<file path="src/rtl/acc_pkg.sv">
// Shared opcodes, flag bit positions and sizing helper for the accumulator bank.
package acc_pkg;
    localparam logic [2:0] OP_NOP = 3'd0;
    localparam logic [2:0] OP_LD  = 3'd1;
    localparam logic [2:0] OP_ADD = 3'd2;
    localparam logic [2:0] OP_SUB = 3'd3;
    localparam logic [2:0] OP_CLR = 3'd4;
    localparam logic [2:0] OP_INC = 3'd5;
    localparam logic [2:0] OP_DEC = 3'd6;
    localparam logic [2:0] OP_RSV = 3'd7;

    localparam int FLG_Z   = 0;
    localparam int FLG_C   = 1;
    localparam int FLG_O   = 2;
    localparam int FLG_S   = 3;
    localparam int NUM_FLG = 4;

    function automatic int sel_width(input int n);
        return (n <= 1) ? 1 : $clog2(n);
    endfunction
endpackage

</file>
<file path="src/rtl/acc_bank_if.sv">
// Op request / result bus between the datapath and the accumulator bank.
interface acc_bank_if #(
    parameter int WIDTH = 8,
    parameter int SEL_W = 2
);
    logic             op_valid;
    logic [2:0]       op;
    logic [SEL_W-1:0] sel;
    logic [WIDTH-1:0] acc_in;
    logic [WIDTH-1:0] acc_out;
    logic             out_valid;
    logic             zero_f;
    logic             carry_f;
    logic             ovf_f;
    logic             sat_f;
    logic             op_err;

    modport master (
        output op_valid, op, sel, acc_in,
        input  acc_out, out_valid, zero_f, carry_f, ovf_f, sat_f, op_err
    );
    modport slave (
        input  op_valid, op, sel, acc_in,
        output acc_out, out_valid, zero_f, carry_f, ovf_f, sat_f, op_err
    );
endinterface

</file>
<file path="src/rtl/acc_addsub.sv">
// Combinational add/subtract with carry/borrow, signed overflow and optional clamping.
module acc_addsub #(
    parameter int WIDTH    = 8,
    parameter int SATURATE = 0,
    parameter int SIGNED   = 0
) (
    input  logic [WIDTH-1:0] a,
    input  logic [WIDTH-1:0] b,
    input  logic             sub,
    output logic [WIDTH-1:0] result,
    output logic             carry,
    output logic             ovf,
    output logic             sat
);
    logic [WIDTH:0]   raw;
    logic [WIDTH-1:0] b_eff;

    always_comb begin
        b_eff  = sub ? (~b + 1'b1) : b;
        raw    = sub ? ({1'b0, a} - {1'b0, b}) : ({1'b0, a} + {1'b0, b});
        // On subtract the extra bit wraps to 1 exactly when a < b, i.e. the borrow.
        carry  = raw[WIDTH];
        ovf    = (a[WIDTH-1] == b_eff[WIDTH-1]) && (raw[WIDTH-1] != a[WIDTH-1]);
        result = raw[WIDTH-1:0];
        sat    = 1'b0;
        if (SATURATE != 0) begin
            if (SIGNED != 0) begin
                if (ovf) begin
                    sat    = 1'b1;
                    result = a[WIDTH-1] ? {1'b1, {(WIDTH-1){1'b0}}} : {1'b0, {(WIDTH-1){1'b1}}};
                end
            end else if (carry) begin
                sat    = 1'b1;
                result = sub ? '0 : '1;
            end
        end
    end
endmodule

</file>
<file path="src/rtl/acc_bank.sv">
// Bank of NUM_ACC accumulators, one op per cycle, registered result and status flags.
module acc_bank
    import acc_pkg::*;
#(
    parameter int WIDTH    = 8,
    parameter int NUM_ACC  = 4,
    parameter int SATURATE = 0,
    parameter int SIGNED   = 0,
    localparam int SEL_W   = sel_width(NUM_ACC)
) (
    input  logic      clk,
    input  logic      rst,
    acc_bank_if.slave bus
);
    logic [WIDTH-1:0]   bank [NUM_ACC];
    logic [SEL_W-1:0]   sel;
    logic               sel_ok, legal;
    logic [WIDTH-1:0]   cur, as_b, as_res, res;
    logic               as_sub, as_c, as_o, as_s;
    logic [NUM_FLG-1:0] flg_nxt, flags;
    logic [WIDTH-1:0]   acc_out;
    logic               out_valid, op_err;

    assign sel = bus.sel;

    acc_addsub #(.WIDTH(WIDTH), .SATURATE(SATURATE), .SIGNED(SIGNED)) u_addsub (
        .a(cur), .b(as_b), .sub(as_sub),
        .result(as_res), .carry(as_c), .ovf(as_o), .sat(as_s)
    );

    always_comb begin
        sel_ok  = int'(sel) < NUM_ACC;
        legal   = sel_ok && (bus.op != OP_RSV);
        cur     = sel_ok ? bank[sel] : '0;
        as_sub  = (bus.op == OP_SUB) || (bus.op == OP_DEC);
        as_b    = ((bus.op == OP_INC) || (bus.op == OP_DEC)) ? {{(WIDTH-1){1'b0}}, 1'b1} : bus.acc_in;
        res     = cur;
        flg_nxt = '0;
        case (bus.op)
            OP_LD:  res = bus.acc_in;
            OP_CLR: res = '0;
            OP_ADD, OP_SUB, OP_INC, OP_DEC: begin
                res            = as_res;
                flg_nxt[FLG_C] = as_c;
                flg_nxt[FLG_O] = as_o;
                flg_nxt[FLG_S] = as_s;
            end
            default: res = cur;
        endcase
        flg_nxt[FLG_Z] = (res == '0);
    end

    always_ff @(posedge clk or posedge rst) begin
        if (rst) begin
            for (int i = 0; i < NUM_ACC; i++) bank[i] <= '0;
            acc_out   <= '0;
            flags     <= '0;
            out_valid <= 1'b0;
            op_err    <= 1'b0;
        end else begin
            out_valid <= bus.op_valid && legal;
            op_err    <= bus.op_valid && !legal;
            if (bus.op_valid && legal) begin
                acc_out <= res;
                flags   <= flg_nxt;
                // NOP is a read: report the register without writing it back.
                if (bus.op != OP_NOP) bank[sel] <= res;
            end
        end
    end

    assign bus.acc_out   = acc_out;
    assign bus.out_valid = out_valid;
    assign bus.op_err    = op_err;
    assign bus.zero_f    = flags[FLG_Z];
    assign bus.carry_f   = flags[FLG_C];
    assign bus.ovf_f     = flags[FLG_O];
    assign bus.sat_f     = flags[FLG_S];
endmodule

</file>
<file path="src/flat_wrapper.sv">
// flat-port wrapper written by rule: the top's interface ports become plain ports
module acc_bank_flat import acc_pkg::*;
#(
    parameter int WIDTH    = 8,
    parameter int NUM_ACC  = 4,
    parameter int SATURATE = 0,
    parameter int SIGNED   = 0,
    localparam int SEL_W   = sel_width(NUM_ACC)
)
  (clk, rst, bus_op_valid, bus_op, bus_sel, bus_acc_in, bus_acc_out, bus_out_valid, bus_zero_f, bus_carry_f, bus_ovf_f, bus_sat_f, bus_op_err);
  acc_bank_if #(.WIDTH(WIDTH), .SEL_W(2)) bus_i ();
  input  logic clk;
  input  logic rst;
  input wire logic [$bits(bus_i.op_valid)-1:0] bus_op_valid;
  input wire logic [$bits(bus_i.op)-1:0] bus_op;
  input wire logic [$bits(bus_i.sel)-1:0] bus_sel;
  input wire logic [$bits(bus_i.acc_in)-1:0] bus_acc_in;
  output wire logic [$bits(bus_i.acc_out)-1:0] bus_acc_out;
  output wire logic [$bits(bus_i.out_valid)-1:0] bus_out_valid;
  output wire logic [$bits(bus_i.zero_f)-1:0] bus_zero_f;
  output wire logic [$bits(bus_i.carry_f)-1:0] bus_carry_f;
  output wire logic [$bits(bus_i.ovf_f)-1:0] bus_ovf_f;
  output wire logic [$bits(bus_i.sat_f)-1:0] bus_sat_f;
  output wire logic [$bits(bus_i.op_err)-1:0] bus_op_err;
  assign bus_i.op_valid = bus_op_valid;
  assign bus_i.op = bus_op;
  assign bus_i.sel = bus_sel;
  assign bus_i.acc_in = bus_acc_in;
  assign bus_acc_out = bus_i.acc_out;
  assign bus_out_valid = bus_i.out_valid;
  assign bus_zero_f = bus_i.zero_f;
  assign bus_carry_f = bus_i.carry_f;
  assign bus_ovf_f = bus_i.ovf_f;
  assign bus_sat_f = bus_i.sat_f;
  assign bus_op_err = bus_i.op_err;
  acc_bank #(.WIDTH(WIDTH), .NUM_ACC(NUM_ACC), .SATURATE(SATURATE), .SIGNED(SIGNED)) u_core (.clk(clk), .rst(rst), .bus(bus_i));
endmodule
</file>
<file path="config.mk">
export PLATFORM = sky130hd
export DESIGN_NAME = acc_bank_flat
export DESIGN_NICKNAME = d
export VERILOG_FILES = /design/src/rtl/acc_pkg.sv /design/src/rtl/acc_bank_if.sv /design/src/rtl/acc_addsub.sv /design/src/rtl/acc_bank.sv /design/src/flat_wrapper.sv
export SDC_FILE = /design/constraint.sdc
export NUM_CORES = 1
export LEC_CHECK = 0
export CAP_MARGIN = 20
export CORE_MARGIN = 1
export CORE_UTILIZATION = 30
export CTS_BUF_LIST = sky130_fd_sc_hd__clkbuf_4 sky130_fd_sc_hd__clkbuf_8
export DETAILED_ROUTE_END_ITERATION = 8
export HOLD_SLACK_MARGIN = 0.02
export SKIP_LAST_GASP = 1
export SYNTH_ARGS = -nofsm -noshare
export SYNTH_HDL_FRONTEND = slang
export SYNTH_SLANG_ARGS = --single-unit
export TNS_END_PERCENT = 50
</file>
<file path="constraint.sdc">
create_clock -name clk -period 5.2 [get_ports clk]
set_input_delay 1.04 -clock clk [delete_from_list [all_inputs] [get_ports clk]]
set_output_delay 1.04 -clock clk [all_outputs]
set_load 0.01 [all_outputs]
</file>
==> results list <==
* Run status: finished, final reports clean
* Via count of the first global-routing pass: 2742
- Total area of sequential cells: 0.00113 mm^2
- Total negative slack for setup checks: 0 ps
- Initial antenna violation count: 0
* Ratio of cells with drive above 1 in the final layout: 17.6%
- CTS placed an instance of sky130_fd_sc_hd__clkbuf_8 at the clock tree root.
* Main flop type after synthesis: sky130_fd_sc_hd__dfrtp_1
- Net count reported at finish: 398
- Overall Power: 1.73 mW
- CTS H-Tree Depth: 2
- Counting the buffers created by CTS gives 5.
- The first TritonRoute pass finished after 4 iterations.
- Cells after synthesis: 354
* Vias per cell: 5.45
- Flops & latches, synth: 45
- Number of enable flip-flop cells after synthesis: 0
- Setup crit end kind: register
- In this run the worst path has a maximum fanout of 10.
- The die is 107 um tall.
* Gates resized, CTS repair: 0
- Area grow syn2layout: 16.1%
* Count of hold-fix buffers inserted at cts: 0
- Subtracting the final worst setup slack from the clock period gives 4700 ps.
- Count of boundary I/O pins: 30
- In the finished design, the share of the clock period the worst path needs comes to 90.4%.
- Fraction of the yosys area taken by sequential cells: 33.9%
- The worst setup path is of the primary input to register kind.
- Max-cap violations in this run came to 0.
- Async set-or-reset flop fraction in the synthesized netlist: 100%
- In the final layout, the multi-input gates occupy 0.00203 mm^2.
* Cell area reported after detailed placement: 0.00373 mm^2
* Placer Congestion: 0.868
- Total Routing Usage GR: 15.2%
* Area of the placeable core: 0.0108 mm^2
* Initial standard-cell utilization of the core: 30.8%
- Average instance area after synthesis: 9.38 um^2
* Number of warnings reported in the yosys synthesis log: 0
* # rows: 38
* Overall overflow remaining after global route: 0
* Count of buffers inserted at the top-level ports: 28
- For this run, the share of the core covered by cells in the final layout is 35.7%.
- The first routing iteration left 175 violations.
- Final antenna-violating net count: 0
- Summed over all layers, the routed wires come to 8430 um.
- The die covers 0.0115 mm^2.
- Synthesized net count: 378
* Final Slew Violations: 0
* Skew-Pair Late Insertion Delay: 290 ps
- Number of setup violations in the final report: 0
* Final HPWL from detailed placement: 6240 um
- Endpoints failing hold: 0
- In the routed design, unresolved DRC markers number 0.
* Pin count of the biggest net entering global routing: 46
- Clock tree synthesis found a total of 45 sinks.
- Counting the fill cells in the layout gives 1078.
- Worst slew pin tran: 842 ps
- Data on the critical path arrives at its endpoint at 4930 ps.
* Power per cell area: 449 mW/mm^2
* Clock slew seen by the registers of the worst setup and hold paths: 80 ps
- Avg WL per Cell: 16.4 um
- The netlist uses 65 different library cells.
- STA classifies the critical path startpoint as a primary input.
- Area of the mapped netlist: 0.00332 mm^2
* Post-CTS setup buffers: 0
- Pleak: 1.55 nW
* TritonCTS clock tree: yes
- Peak supply drop: 228 uV
- For the final database, setup skew stands at 6.50 ps.
- Die Wd: 107 um
- No sink is reached through more buffers than the 2 on the longest clock path.
* Number of antenna diodes: 0
- Data on the critical path is required at its endpoint by 5430 ps.
- Unrepaired setup endpoints after global routing: no
* Worst slew margin relative to its limit: 43.7%
- Global-route wire length before repair: 13900 um
- Derived from the worst setup path, the maximum achievable clock frequency is 213 MHz.
- Kind of path behind the tightest hold check: register to register
- Post-route cell area: 0.00385 mm^2
- Across all layers, the routed design uses 2806 vias.
-- power breakdown --
group,leakage (nW),switching (mW),internal (mW),total (mW)
logic,0.931,0.457,0.427,0.884
registers,0.558,0.0789,0.499,0.578
clock network,0.0619,0.108,0.162,0.270
-- cells by family after synthesis --
group,synth area share (%)
xor+xnor,2.07
flops,33.9
buf+inv,4.90
other cells,0.113
compound gates,24.3
fa+ha+maj,3.24
mux,15.8
simple gates,15.6
-- metrics by stage --
step	worst slack (ps)	hold slack [ps]	instances
finish	499	484	515
global route	189	520	515
CTS	518	487	515
detailed placement	229	468	507
global placement	279	460	507
floorplan	803	443	354
-- sequential cells by signal, indices dropped and copies added (netlist names) --
name	count
u_core.bus.op_err	1
u_core.flags	3
u_core.bank	32
u_core.bus.out_valid	1
u_core.bus.acc_out	8
-- metal layers --
| layer | up-vias | share of wire, % | global-route usage [%] |
|---|---|---|---|
| met5 | - | 0 | 0 |
| met4 | 0 | 1.8 | 4.60 |
| li1 | 1362 | - | - |
| met2 | 63 | 46 | 24.6 |
| met1 | 1368 | 49 | 21.0 |
| met3 | 13 | 3.4 | 2.07 |
-- cell usage after synthesis, types with 5 or more instances --
library cell / number / share of area, %
sky130_fd_sc_hd__mux2_2: 27 / 9.2
sky130_fd_sc_hd__dfrtp_1: 45 / 34
sky130_fd_sc_hd__o211ai_1: 5 / 1.1
sky130_fd_sc_hd__o22ai_1: 5 / 0.94
sky130_fd_sc_hd__and2_1: 5 / 0.94
sky130_fd_sc_hd__ha_1: 7 / 2.6
sky130_fd_sc_hd__buf_2: 6 / 0.90
sky130_fd_sc_hd__nand2b_1: 8 / 1.5
sky130_fd_sc_hd__nand2_1: 42 / 4.7
sky130_fd_sc_hd__a31oi_1: 6 / 1.1
sky130_fd_sc_hd__a21oi_1: 22 / 3.3
sky130_fd_sc_hd__o31ai_1: 5 / 1.1
sky130_fd_sc_hd__clkbuf_1: 9 / 1.0
sky130_fd_sc_hd__mux4_2: 8 / 5.4
sky130_fd_sc_hd__nand3_1: 7 / 1.1
sky130_fd_sc_hd__nor2_1: 19 / 2.1
sky130_fd_sc_hd__o21ai_0: 26 / 3.9
sky130_fd_sc_hd__inv_1: 11 / 1.2
-- worst paths after layout --
path | cells after the start | startpoint | slack (ps) | end
worst max-delay path | 14 | bus_acc_in[1] | 500 | u_core.bank[15]$_DFFE_PP0P_
max in group asynchronous | 3 | rst | 3620 | u_core.bank[31]$_DFFE_PP0P_
min in group asynchronous | 3 | rst | 1190 | u_core.bus.acc_out[1]$_DFFE_PP0P_
worst min-delay path | 2 | u_core.bank[13]$_DFFE_PP0P_ | 480 | u_core.bank[13]$_DFFE_PP0P_
worst max register to register | 8 | u_core.bank[3]$_DFFE_PP0P_ | 2050 | u_core.bank[15]$_DFFE_PP0P_
worst min register to register | 2 | u_core.bank[13]$_DFFE_PP0P_ | 480 | u_core.bank[13]$_DFFE_PP0P_
-- placed cells by master (no fill, tap or decap), types with 5 or more instances in the layout --
| cell type | instances |
|---|---|
| sky130_fd_sc_hd__nand3_1 | 7 |
| sky130_fd_sc_hd__clkbuf_8 | 6 |
| sky130_fd_sc_hd__o211ai_1 | 5 |
| sky130_fd_sc_hd__ha_1 | 7 |
| sky130_fd_sc_hd__buf_4 | 8 |
| sky130_fd_sc_hd__nand2b_1 | 8 |
| sky130_fd_sc_hd__dfrtp_1 | 45 |
| sky130_fd_sc_hd__inv_1 | 10 |
| sky130_fd_sc_hd__mux4_2 | 8 |
| sky130_fd_sc_hd__o22ai_1 | 5 |
| sky130_fd_sc_hd__o31ai_1 | 5 |
| sky130_fd_sc_hd__a21oi_1 | 22 |
| sky130_fd_sc_hd__clkdlybuf4s50_1 | 28 |
| sky130_fd_sc_hd__nand2_1 | 42 |
| sky130_fd_sc_hd__and2_1 | 5 |
| sky130_fd_sc_hd__a31oi_1 | 6 |
| sky130_fd_sc_hd__mux2_2 | 27 |
| sky130_fd_sc_hd__nor2_1 | 19 |
| sky130_fd_sc_hd__o21ai_0 | 26 |
-- worst max-delay path, stage by stage --
cell and delay [ps]:
sky130_fd_sc_hd__clkdlybuf4s50_1 560, sky130_fd_sc_hd__or4_1 630, sky130_fd_sc_hd__a21oi_1 140, sky130_fd_sc_hd__nor2b_1 80, sky130_fd_sc_hd__a21oi_1 120, sky130_fd_sc_hd__o211ai_1 90, sky130_fd_sc_hd__a21o_1 180, sky130_fd_sc_hd__ha_1 360
sky130_fd_sc_hd__nand3_1 100, sky130_fd_sc_hd__a211o_1 340, sky130_fd_sc_hd__a31oi_1 260, sky130_fd_sc_hd__o21ai_0 200, sky130_fd_sc_hd__a311oi_2 550, sky130_fd_sc_hd__mux2_2 260
-- cell type report --
class	instances	share of cell area, %
inverters	11	1.07
multi-input cells	274	52.7
well taps	140	4.54
repair buffers	37	9.35
clock buffers	7	2.34
clock inverters	1	0.779
flip-flops and latches	45	29.2
Note: power is estimated with default switching activity, not from simulation.
